===== config.mk =====
export PLATFORM = sky130hd
export DESIGN_NAME = nibble_serial_adder_ctrl
export DESIGN_NICKNAME = d
export VERILOG_FILES = /design/src/rtl/nibble_serial_adder_ctrl_pkg.sv /design/src/rtl/nibble_serial_adder_ctrl_nibble_adder.sv /design/src/rtl/nibble_serial_adder_ctrl.sv
export SDC_FILE = /design/constraint.sdc
export NUM_CORES = 1
export LEC_CHECK = 0
export ABC_AREA = 1
export CAP_MARGIN = 15
export CORE_UTILIZATION = 40
export DETAILED_ROUTE_END_ITERATION = 8
export DONT_BUFFER_PORTS = 1
export HOLD_SLACK_MARGIN = 0.02
export RECOVER_POWER = 100
export SETUP_SLACK_MARGIN = 0.3
export SYNTH_ARGS = -nofsm -noshare
export SYNTH_HDL_FRONTEND = slang
export SYNTH_SLANG_ARGS = --single-unit

===== constraint.sdc =====
create_clock -name Clock -period 3.7 [get_ports Clock]
set_input_delay 0.74 -clock Clock [delete_from_list [all_inputs] [get_ports Clock]]
set_output_delay 0.74 -clock Clock [all_outputs]
set_load 0.05 [all_outputs]

===== src/rtl/nibble_serial_adder_ctrl_pkg.sv =====
// ---------------------------------------------------------------------------
// nibble_serial_adder_ctrl_pkg
// Shared definitions for the nibble-serial adder controller:
//   - NIBBLE_W   : width of one processed slice (one nibble)
//   - state_e    : controller state encoding (IDLE / RUN / DONE)
// No ports (package).
// ---------------------------------------------------------------------------
package nibble_serial_adder_ctrl_pkg;

  localparam int NIBBLE_W = 4;

  typedef enum logic [1:0] {
    ST_IDLE = 2'd0,
    ST_RUN  = 2'd1,
    ST_DONE = 2'd2
  } state_e;

endpackage


===== src/rtl/nibble_serial_adder_ctrl_nibble_adder.sv =====
// ---------------------------------------------------------------------------
// full_adder / nibble_adder
// Purely combinational 4-bit ripple adder built from one-bit full adders.
// Used once by the controller; the carry between nibbles is kept outside
// in a register, so this block only ripples within a single nibble.
// full_adder ports:
//   a, b, ci : addend bits and carry-in
//   s, co    : sum bit and carry-out
// nibble_adder ports:
//   A[3:0], B[3:0] : nibble operands (B already inverted for subtract)
//   Cin            : carry-in from the carry register
//   S[3:0]         : nibble sum
//   Cout           : carry out of bit 3
// ---------------------------------------------------------------------------
module full_adder (
  input  logic a,
  input  logic b,
  input  logic ci,
  output logic s,
  output logic co
);

  assign s  = a ^ b ^ ci;
  assign co = (a & b) | (a & ci) | (b & ci);

endmodule

module nibble_adder
  import nibble_serial_adder_ctrl_pkg::*;
(
  input  logic [NIBBLE_W-1:0] A,
  input  logic [NIBBLE_W-1:0] B,
  input  logic                Cin,
  output logic [NIBBLE_W-1:0] S,
  output logic                Cout
);

  // carry_s[i] is the carry into bit i; carry_s[NIBBLE_W] leaves the nibble
  logic [NIBBLE_W:0] carry_s;

  assign carry_s[0] = Cin;

  for (genvar i = 0; i < NIBBLE_W; i++) begin : g_bit
    full_adder u_fa (
      .a  (A[i]),
      .b  (B[i]),
      .ci (carry_s[i]),
      .s  (S[i]),
      .co (carry_s[i+1])
    );
  end

  assign Cout = carry_s[NIBBLE_W];

endmodule


===== src/rtl/nibble_serial_adder_ctrl.sv =====
// ---------------------------------------------------------------------------
// nibble_serial_adder_ctrl
// Adds or subtracts two W-bit operands one nibble per clock through a single
// 4-bit adder. An accepted Start latches the operands; RUN processes nibble
// 0..NIBBLES-1 (LSB first); DONE presents a one-cycle result pulse.
// Ports:
//   Clock       : rising-edge clock
//   Reset       : asynchronous, active-high reset
//   Start       : operation request, only sampled in IDLE
//   Sub         : 0 = A+B+Cin, 1 = A-B-Cin
//   A, B        : W-bit operands
//   Cin         : carry-in (borrow-in when Sub=1)
//   Busy        : high during each RUN cycle
//   Done        : one-cycle result-valid pulse (DONE state)
//   Sum         : result register, filled LSB nibble first
//   Cout        : final raw carry (in subtract, 1 means no borrow)
//   Ovf         : signed overflow of the full-width result
// ---------------------------------------------------------------------------
module nibble_serial_adder_ctrl
  import nibble_serial_adder_ctrl_pkg::*;
#(
  parameter int NIBBLES = 4
) (
  input  logic                       Clock,
  input  logic                       Reset,
  input  logic                       Start,
  input  logic                       Sub,
  input  logic [NIBBLE_W*NIBBLES-1:0] A,
  input  logic [NIBBLE_W*NIBBLES-1:0] B,
  input  logic                       Cin,
  output logic                       Busy,
  output logic                       Done,
  output logic [NIBBLE_W*NIBBLES-1:0] Sum,
  output logic                       Cout,
  output logic                       Ovf
);

  localparam int W  = NIBBLE_W * NIBBLES;
  localparam int KW = (NIBBLES > 1) ? $clog2(NIBBLES) : 1;
  localparam logic [KW-1:0] K_LAST = KW'(NIBBLES - 1);

  state_e          state_q, state_d;
  logic [KW-1:0]   k_q, k_d;
  logic            carry_q, carry_d;
  logic [W-1:0]    a_q, a_d;
  logic [W-1:0]    b_q, b_d;
  logic            sub_q, sub_d;
  logic [W-1:0]    sum_q, sum_d;
  logic            cout_q, cout_d;
  logic            ovf_q, ovf_d;
  logic            busy_q, busy_d;
  logic            done_q, done_d;

  // Bit offset of nibble k (k * 4, expressed as a shift by two)
  logic [KW+1:0]          base_s;
  logic [NIBBLE_W-1:0]    add_a_s;
  logic [NIBBLE_W-1:0]    add_b_s;
  logic [NIBBLE_W-1:0]    add_s_s;
  logic                   add_co_s;
  logic                   b_eff_msb_s;

  assign base_s      = {k_q, 2'b00};
  assign add_a_s     = a_q[base_s +: NIBBLE_W];
  // Subtract uses the one's complement of B; the +1 comes from the carry register
  assign add_b_s     = b_q[base_s +: NIBBLE_W] ^ {NIBBLE_W{sub_q}};
  assign b_eff_msb_s = b_q[W-1] ^ sub_q;

  nibble_adder u_nibble_adder (
    .A    (add_a_s),
    .B    (add_b_s),
    .Cin  (carry_q),
    .S    (add_s_s),
    .Cout (add_co_s)
  );

  // Next-state and datapath update for the IDLE/RUN/DONE controller
  always_comb begin
    state_d = state_q;
    k_d     = k_q;
    carry_d = carry_q;
    a_d     = a_q;
    b_d     = b_q;
    sub_d   = sub_q;
    sum_d   = sum_q;
    cout_d  = cout_q;
    ovf_d   = ovf_q;

    case (state_q)
      ST_IDLE: begin
        if (Start) begin
          a_d     = A;
          b_d     = B;
          sub_d   = Sub;
          // Borrow-in becomes the inverted carry-in of a two's complement add
          carry_d = Cin ^ Sub;
          sum_d   = '0;
          k_d     = '0;
          state_d = ST_RUN;
        end else begin
          state_d = ST_IDLE;
        end
      end

      ST_RUN: begin
        sum_d[base_s +: NIBBLE_W] = add_s_s;
        carry_d                   = add_co_s;
        if (k_q == K_LAST) begin
          cout_d  = add_co_s;
          // add_s_s[3] is the result MSB written this very cycle
          ovf_d   = (a_q[W-1] == b_eff_msb_s) && (add_s_s[NIBBLE_W-1] != a_q[W-1]);
          k_d     = '0;
          state_d = ST_DONE;
        end else begin
          k_d     = k_q + KW'(1);
          state_d = ST_RUN;
        end
      end

      ST_DONE: begin
        state_d = ST_IDLE;
      end

      default: begin
        state_d = ST_IDLE;
      end
    endcase

    // Moore flags registered from the next state so they align with it
    busy_d = (state_d == ST_RUN);
    done_d = (state_d == ST_DONE);
  end

  // State, datapath and output registers with asynchronous clear
  always_ff @(posedge Clock or posedge Reset) begin
    if (Reset) begin
      state_q <= ST_IDLE;
      k_q     <= '0;
      carry_q <= 1'b0;
      a_q     <= '0;
      b_q     <= '0;
      sub_q   <= 1'b0;
      sum_q   <= '0;
      cout_q  <= 1'b0;
      ovf_q   <= 1'b0;
      busy_q  <= 1'b0;
      done_q  <= 1'b0;
    end else begin
      state_q <= state_d;
      k_q     <= k_d;
      carry_q <= carry_d;
      a_q     <= a_d;
      b_q     <= b_d;
      sub_q   <= sub_d;
      sum_q   <= sum_d;
      cout_q  <= cout_d;
      ovf_q   <= ovf_d;
      busy_q  <= busy_d;
      done_q  <= done_d;
    end
  end

  assign Busy = busy_q;
  assign Done = done_q;
  assign Sum  = sum_q;
  assign Cout = cout_q;
  assign Ovf  = ovf_q;

endmodule


==> flow_summary.yaml, run 1 <==
power_and_ir_drop:
  powerDensity_mw_per_mm2: 1090
  ir_drop_mv: 0.422
  leakage_uw: 0.00161
yosys:
  syn-mean-instance-area_um2: 8.21
  syn_nets: 392
  syn_inst: 347
  synth.distinct_cells: 25
  yosys_warnings: 0
  synth_area_mm2: 0.00285
  seq_area_frac_synth_pct: 51.0
  ys_ff_latch: 58
clock_tree:
  cts_tree: "yes"
  numCtsBuffers: 9
  post_cts_buffers: 0
  cts_sinks: 58
  path_clk_slew_ns: 0.06
  cts.repair.resized: 0
  clock_latency_ns: 0.33
  cts_buffer_depth: 2
  root_buffer: "clkbuf_8"
  cts_hold_buf: 0
  htreeDepth: 3
timing:
  period_needed_ns: 3.18
  fin_skew_ns: 0.00680
  fmax_ghz: 0.315
  worstMarginPinSlew_ns: 1.68
  timing.slew.headroom_pct: -12.1
  hold_violations: 0
  maxSlewViolCount: 46
  fin_setup_tns_ns: 0
  finalCritPeriodShare_pct: 85.8
  setup_viol: 0
  rsz0062_at_grt: "false"
cells_and_area:
  final_cell_mix: "nand2_1 (168), dfrtp_1 (58), nand3_1 (42), o21ai_0 (18), inv_1 (15)"
  ff_latch_area_mm2: 0.00145
  stdcell_count: 450
  area_growth_syn_to_layout_pct: 8.44
  fill_cells: 724
  diodes: 0
  final_common_cell: "nand2_1"
  layout.nets: 394
  multiInputGateArea_mm2: 0.00120
  drive_gt1_share_pct: 8.19
place:
  dp.cells: 434
  dp_hpwl_mm: 4.27
  routabilityCongestion: 0.852
  portBuffers: 0
global_route:
  grt_usage_pct: 18.3
  antenna_found_initial: 0
  grt_pass1_vias: 2226
  grt_overflow: 0
  grt_max_degree: 46
  grt_pass1_wl_mm: 10.5
die:
  start_util_pct: 41.7
  core_area_mm2: 0.00683
  die-area_mm2: 0.00746
  pin_count: 57
  fp-row-count: 30
  dieWidth_um: 86.4
  die_y_um: 86.4
critical_path:
  crit_type: "reg2reg"
  cp-start-kind: "flip-flop"
  cp-end-kind: "flip-flop"
  worstPathArrival_ns: 3.44
  cp_data_required_time_ns: 3.97
  path_max_fanout: 45
status:
  failed_checks: "capacitance limit, slew limit"
  status: "finished, violations left"
job:
  drv_cap: 1
routing:
  vias_per_cell: 4.81
  dr.pass1.iters: 4
  drcViolationCount: 0
  vias: 2166
  drt_iter0_drc: 109
  avgRoutedWirePerCell_um: 13.5
  ant_nets: 0
  wirelength_mm: 6.08
worst_hold_path:
  hold_class: "reg2reg"
==> synth_stat cells (all sizes together) <==
library cell	count	area (um2)
o21ai	19	98.9
nor3	1	10.0
dfrtp	58	1450
nand2	169	642
inv	20	77.6
nor2	11	65.1
ha	4	50.1
nand3	43	233
xor2	1	8.76
fa	4	80.1
or2	1	6.26
o22ai	2	12.5
a21oi	2	10.0
buf	12	103
==> where the power goes <==
group	total, uW	internal [uW]	switching, uW
clock	647	395	251
sequential	1290	894	396
combinational	1420	478	941
total	3360	1770	1590
==> critical path, stage by stage (launching register included) <==
cell     delay (ns)
dfrtp_1        0.41
inv_1          0.14
nand3_1        1.17
inv_2          1.09
nand2_1        0.18
nand3_1        0.10
==> stage by stage <==
step	total power [uW]	utilization, %	instance area, um2	hold slack, ns	setup WS (ns)
after floorplan	2440	-	2850	0.444	0.804
after global placement	2700	42.3	2890	0.465	0.738
after detailed placement	2740	42.3	2890	0.463	0.620
after CTS	3390	45.5	3110	0.434	0.619
after global routing	3660	45.2	3090	0.499	0.247
final	3360	45.2	3090	0.478	0.524
==> path summary, 6_finish.rpt <==
path / startpoint / to / slack, ns / cells past startpoint
max reg2reg: state_q[1]$_DFF_PP0_ / carry_q$_DFFE_PP0P_ / 0.52 / 5
max: state_q[1]$_DFF_PP0_ / carry_q$_DFFE_PP0P_ / 0.52 / 5
min reg2reg: a_q[6]$_DFFE_PP0P_ / a_q[6]$_DFFE_PP0P_ / 0.48 / 2
max in group asynchronous: Reset / b_q[9]$_DFFE_PP0P_ / 1.29 / 2
min: a_q[6]$_DFFE_PP0P_ / a_q[6]$_DFFE_PP0P_ / 0.48 / 2
min in group asynchronous: Reset / Cout$_DFFE_PP0P_ / 0.69 / 1
==> metal layers <==
| layer | share of wire [%] | global-route usage [%] |
|---|---|---|
| met5 | 0 | 0 |
| met4 | 1.6 | 6.67 |
| met3 | 6.0 | 6.10 |
| met2 | 45 | 29.9 |
| met1 | 47 | 22.7 |
==> sequential cells by signal (all words and copies together) (netlist names), 2 cells and up <==
| signal | count |
|---|---|
| b_q | 16 |
| k_q | 2 |
| state_q | 2 |
| Sum | 16 |
| a_q | 16 |
==> final cells by class <==
class | instances | area share (%)
clock buffer | 11 | 4.58
clock inverter | 5 | 2.51
inverter | 20 | 2.43
multi-input combinational | 257 | 39.0
sequential | 58 | 47.0
tap | 96 | 3.89
timing repair buffer | 3 | 0.608
==> logic make-up after synthesis <==
| group | synth area share, % |
|---|---|
| xor+xnor | 0.308 |
| flops | 51.0 |
| buf+inv | 6.33 |
| simple gates | 33.6 |
| compound gates | 4.26 |
| fa+ha+maj | 4.57 |
(Power assumes the default switching activity.)
==> run 2: changes to the inputs <==
--- a/config.mk
+++ b/config.mk
@@ -7,7 +7,7 @@
 export LEC_CHECK = 0
 export ABC_AREA = 1
 export CAP_MARGIN = 15
-export CORE_UTILIZATION = 40
+export CORE_UTILIZATION = 47
 export DETAILED_ROUTE_END_ITERATION = 8
 export DONT_BUFFER_PORTS = 1
 export HOLD_SLACK_MARGIN = 0.02
==> run 2 against run 1 <==
  * The run still ends with capacitance limit, slew limit left
  * Maximum frequency is essentially flat
  * Worst hold slack gained 0.0017 ns
  * Combinational power is essentially flat
  * Via count grew 1.6%
  * Register-to-register slack is essentially flat
  * Flip-flop and latch count is the same
  * Sequential share of layout area grew 1.7 points
  * Wire length grew 2.2%
  * Sequential power is essentially flat
  * Total power shrank 4.2%
  * Worst setup slack gained 0.00099 ns
  * Critical path type unchanged
==> flow_summary.yaml, run 2 (synthesis gave the netlist of run 1 again) <==
cells_and_area:
  drive_gt1_share_pct: 6.27
  final_util_pct: 52.6
  layout.nets: 394
  ff_latch_area_mm2: 0.00145
  multiInputGateArea_mm2: 0.00119
  final_common_cell: "nand2_1"
  diodes: 0
  fill_cells: 591
  fin_area_mm2: 0.00298
  final_cell_mix: "nand2_1 (168), dfrtp_1 (58), nand3_1 (42), o21ai_0 (18), inv_1 (16)"
  area_growth_syn_to_layout_pct: 4.75
routing:
  dr.pass1.iters: 5
  wirelength_mm: 6.21
  drt_iter0_drc: 134
  ant_nets: 0
  drcViolationCount: 0
  vias: 2201
  vias_per_cell: 5.20
  avgRoutedWirePerCell_um: 14.7
timing:
  fin_setup_tns_ns: 0
  period_needed_ns: 3.17
  fin_skew_ns: 0.00501
  fmax_ghz: 0.315
  setup_viol: 0
  postLayoutSetupSlackWorst_ns: 0.525
  hold_violations: 0
  timing.slew.headroom_pct: -16.8
  maxSlewViolCount: 88
  rsz0062_at_grt: "false"
  finalCritPeriodShare_pct: 85.8
  worstMarginPinSlew_ns: 1.75
clock_tree:
  htreeDepth: 3
  post_cts_buffers: 0
  cts.repair.resized: 0
  cts_hold_buf: 0
  cts_sinks: 58
  root_buffer: "clkbuf_8"
  cts_buffer_depth: 2
  numCtsBuffers: 9
  clock_latency_ns: 0.34
  cts_tree: "yes"
  path_clk_slew_ns: 0.06
status:
  status: "finished, violations left"
  failed_checks: "capacitance limit, slew limit"
critical_path:
  crit_chain: "inv_1, nand3_1, nand3_1, nand2_1, fa_1, fa_1, inv_1, fa_1, inv_1, fa_1, inv_1, nand2_1, nor2_1, nand3_1, nand2_1"
  cp_data_required_time_ns: 3.98
  crit_start: "k_q[1]$_DFFE_PP0P_"
  crit_path_top_delay_cell: "dfrtp_1"
  crit_type: "reg2reg"
  slowest_delay_ns: 0.47
  r2r_start: "k_q[1]$_DFFE_PP0P_"
  worstPathArrival_ns: 3.45
  critPathBufInv: 4
  cp-start-kind: "flip-flop"
  path_delay_family: "adder cells"
  path_max_fanout: 10
  cp-end-kind: "flip-flop"
die:
  dieWidth_um: 79.8
  fp-row-count: 27
  die_y_um: 79.8
  start_util_pct: 50.2
  pin_count: 57
  die-area_mm2: 0.00637
  core_area_mm2: 0.00568
worst_hold_path:
  min_from: "a_q[14]$_DFFE_PP0P_"
  hold_class: "reg2reg"
global_route:
  grt_usage_pct: 23.0
  grt_overflow: 0
  grt_pass1_vias: 2246
  antenna_found_initial: 0
  grt_pass1_wl_mm: 10.9
  grt_max_degree: 46
power_and_ir_drop:
  powerDensity_mw_per_mm2: 1080
  power.total_uw: 3220
  leakage_uw: 0.00156
  ir_drop_mv: 0.430
place:
  dp_worst_setup_slack_ns: 0.633
  place_area_mm2: 0.00286
  dp_hpwl_mm: 4.30
  routabilityCongestion: 0.789
  portBuffers: 0
job:
  drv_cap: 2
==> run 2: cell type report <==
| cell class | instances | share of cell area, % |
|---|---|---|
| Sequential cell | 58 | 48.7 |
| Multi-Input combinational cell | 257 | 39.8 |
| Timing Repair Buffer | 3 | 0.503 |
| Clock buffer | 13 | 5.33 |
| Inverter | 20 | 2.68 |
| Tap cell | 72 | 3.02 |
==> run 2: metrics by stage <==
step	std cells	hold WS (ns)
3_5_place_dp	410	0.465
2_1_floorplan	347	0.444
5_1_grt	423	0.499
4_1_cts	423	0.475
6_report	423	0.479
3_3_place_gp	410	0.465
==> run 2: final timing paths <==
path / to / slack, ns / cells after the start
setup / recovery: Sum[15]$_DFFE_PP0P_ / 0.53 / 15
hold / removal: a_q[14]$_DFFE_PP0P_ / 0.48 / 2
setup reg to reg: Sum[15]$_DFFE_PP0P_ / 0.53 / 15
hold reg to reg: a_q[14]$_DFFE_PP0P_ / 0.48 / 2
max in group asynchronous: state_q[1]$_DFF_PP0_ / 1.36 / 2
min in group asynchronous: a_q[13]$_DFFE_PP0P_ / 0.77 / 1
==> run 2: per-layer routing <==
metal	global-route usage, %	wire, um
met3	5.71	374
met2	35.0	2830
met5	0	0
met4	12.0	141
met1	30.3	2870
==> run 2: report_power, final <==
part / leakage, uW / internal (uW) / total (uW) / switching (uW)
registers: 0.000743 / 895 / 1310 / 411
logic: 0.000738 / 477 / 1410 / 937
clock network: 0.0000815 / 269 / 496 / 227
==> run 2: worst register-to-register path, delay by kind of cell (launching register included) <==
kind | cells | cell delay (ns)
DFF | 1 | 0.47
adders and majority gates | 4 | 1.35
and+or+nand+nor | 7 | 0.75
buffers and inverters | 4 | 0.56
==> run 3: changes to the inputs <==
--- a/config.mk
+++ b/config.mk
@@ -7,10 +7,12 @@
 export LEC_CHECK = 0
 export ABC_AREA = 1
 export CAP_MARGIN = 15
-export CORE_UTILIZATION = 47
+export CORE_MARGIN = 10
+export CORE_UTILIZATION = 63
 export DETAILED_ROUTE_END_ITERATION = 8
 export DONT_BUFFER_PORTS = 1
 export HOLD_SLACK_MARGIN = 0.02
+export PLACE_DENSITY = 0.79
 export RECOVER_POWER = 100
 export SETUP_SLACK_MARGIN = 0.3
 export SYNTH_ARGS = -nofsm -noshare
==> run 3 against run 2 <==
  * The flow still finishes with violations (capacitance limit, slew limit)
  * Combinational power down 3%
  * Non-clock buffer count down 1
  * Global-route usage down 6.2 points
  * Maximum frequency up 0.52%
  * Worst hold slack worse by 0.0072 ns
  * Sequential power about the same
  * Total power down 1.3%
  * First-iteration DRC count up 24%
  * Final area down 0.96%
  * Utilization up 15 points
  * Via count about the same
  * Largest power group unchanged
  * Highest routed layer unchanged
==> flow_summary.yaml, run 3 (synthesis gave the netlist of run 1 again) <==
timing:
  period_needed_ns: 3.16
  maxSlewViolCount: 46
  finalCritPeriodShare_pct: 85.4
  rsz0062_at_grt: "false"
  fin_setup_tns_ns: 0
  setup_viol: 0
  worstMarginPinSlew_ns: 1.55
  timing.slew.headroom_pct: -3.34
  fin_skew_ns: 0.0110
  hold_violations: 0
  fmax_ghz: 0.317
die:
  pin_count: 57
  dieWidth_um: 87.2
  start_util_pct: 65.4
  core_area_mm2: 0.00435
  die_y_um: 87.2
  fp-row-count: 24
  die-area_mm2: 0.00761
status:
  failed_checks: "capacitance limit, slew limit"
  status: "finished, violations left"
place:
  place_area_mm2: 0.00283
  routabilityCongestion: 0.839
  dp.cells: 389
  dp_hpwl_mm: 4.46
  portBuffers: 0
global_route:
  met3_usage_pct: 5.15
  top_usage_layer: "met2"
  antenna_found_initial: 0
  grt_pass1_vias: 2180
  grt_usage_pct: 16.8
  grtUsageMet2_pct: 25.4
  grt_pass1_wl_mm: 10.1
  grt_use_met1_pct: 21.5
  grt_overflow: 0
  grt_max_degree: 46
routing:
  vias_per_cell: 5.43
  drcViolationCount: 0
  vias: 2200
  avgRoutedWirePerCell_um: 14.9
  ant_nets: 0
  drt_iter0_drc: 166
  dr.pass1.iters: 5
  wirelength_mm: 6.03
power_and_ir_drop:
  leakage_uw: 0.00157
  powerDensity_mw_per_mm2: 1070
  power.total_uw: 3180
  ir_drop_mv: 0.485
cells_and_area:
  final_common_cell: "nand2_1"
  fin_area_mm2: 0.00295
  final_cell_mix: "nand2_1 (168), dfrtp_1 (58), nand3_1 (42), o21ai_0 (18), inv_1 (16)"
  drive_gt1_share_pct: 6.80
  layout.nets: 393
  area_growth_syn_to_layout_pct: 3.73
  diodes: 0
  final_util_pct: 67.8
  stdcell_count: 405
clock_tree:
  cts_buffer_depth: 2
  clock_latency_ns: 0.33
  cts_sinks: 58
  path_clk_slew_ns: 0.06
  cts_tree: "yes"
  root_buffer: "clkbuf_8"
  post_cts_buffers: 0
  htreeDepth: 3
  numCtsBuffers: 9
  cts.repair.resized: 0
  cts_hold_buf: 0
critical_path:
  slowest_delay_ns: 0.55
  cpMostUsedCell: "nand2_1"
  crit_path_top_delay_cell: "dfrtp_1"
  path_delay_family: "adder cells"
  cp-end-kind: "flip-flop"
  cp-start-kind: "flip-flop"
  worstPathArrival_ns: 3.42
  critPathBufInv: 4
  crit_chain: "inv_1, nand3_1, nand2_1, nand2_1, nand2_1, fa_1, fa_1, inv_1, fa_1, inv_1, fa_1, inv_1, nand2_1, nor2_1, nand3_1, nand2_1"
  path_max_fanout: 12
  crit_type: "reg2reg"
  cp_data_required_time_ns: 3.96
worst_hold_path:
  hold_class: "reg2reg"
job:
  drv_cap: 1
## run 3: metrics by stage
| stage | hold slack [ns] | setup WS, ns |
|---|---|---|
| after CTS | 0.438 | 0.677 |
| final | 0.472 | 0.542 |
| after global placement | 0.465 | 0.763 |
| after detailed placement | 0.462 | 0.668 |
| after global routing | 0.499 | 0.227 |
| after floorplan | 0.444 | 0.804 |
## run 3: worst reg2reg max path, stage by stage (launching register included)
cell	delay (ns)
dfrtp_1	0.55
inv_1	0.26
nand3_1	0.17
nand2_1	0.07
nand2_1	0.06
nand2_1	0.06
fa_1	0.38
fa_1	0.36
inv_1	0.07
fa_1	0.15
inv_1	0.05
fa_1	0.45
inv_1	0.10
nand2_1	0.07
nor2_1	0.12
nand3_1	0.08
nand2_1	0.08
## run 3: final timing paths
check / from / end / slack, ns / cells after the start
hold reg to reg: a_q[6]$_DFFE_PP0P_ / a_q[6]$_DFFE_PP0P_ / 0.47 / 2
setup reg to reg: k_q[1]$_DFFE_PP0P_ / Sum[15]$_DFFE_PP0P_ / 0.54 / 16
setup / recovery: k_q[1]$_DFFE_PP0P_ / Sum[15]$_DFFE_PP0P_ / 0.54 / 16
max in group asynchronous: Reset / state_q[1]$_DFF_PP0_ / 1.31 / 2
min in group asynchronous: Reset / Ovf$_DFFE_PP0P_ / 0.67 / 1
hold / removal: a_q[6]$_DFFE_PP0P_ / a_q[6]$_DFFE_PP0P_ / 0.47 / 2
## run 3: layout make-up
| class | count | area [um2] |
|---|---|---|
| Inverter | 20 | 75.1 |
| Clock buffer | 13 | 149 |
| Tap cell | 52 | 65.1 |
| Fill cell | 364 | 1400 |
| Multi-Input combinational cell | 257 | 1190 |
| Sequential cell | 58 | 1450 |
| Clock inverter | 3 | 15.0 |
| Timing Repair Buffer | 2 | 11.3 |
## run 3: per-layer routing
layer / wire length [um] / share of wire (%)
met1: 2590 / 43
met2: 2910 / 48
met3: 428 / 7.1
met4: 99 / 1.6
met5: 0 / 0
## run 3: power by group
group / internal, uW / switching [uW]
registers: 894 / 415
clock network: 258 / 237
logic: 469 / 902
total: 1620 / 1550
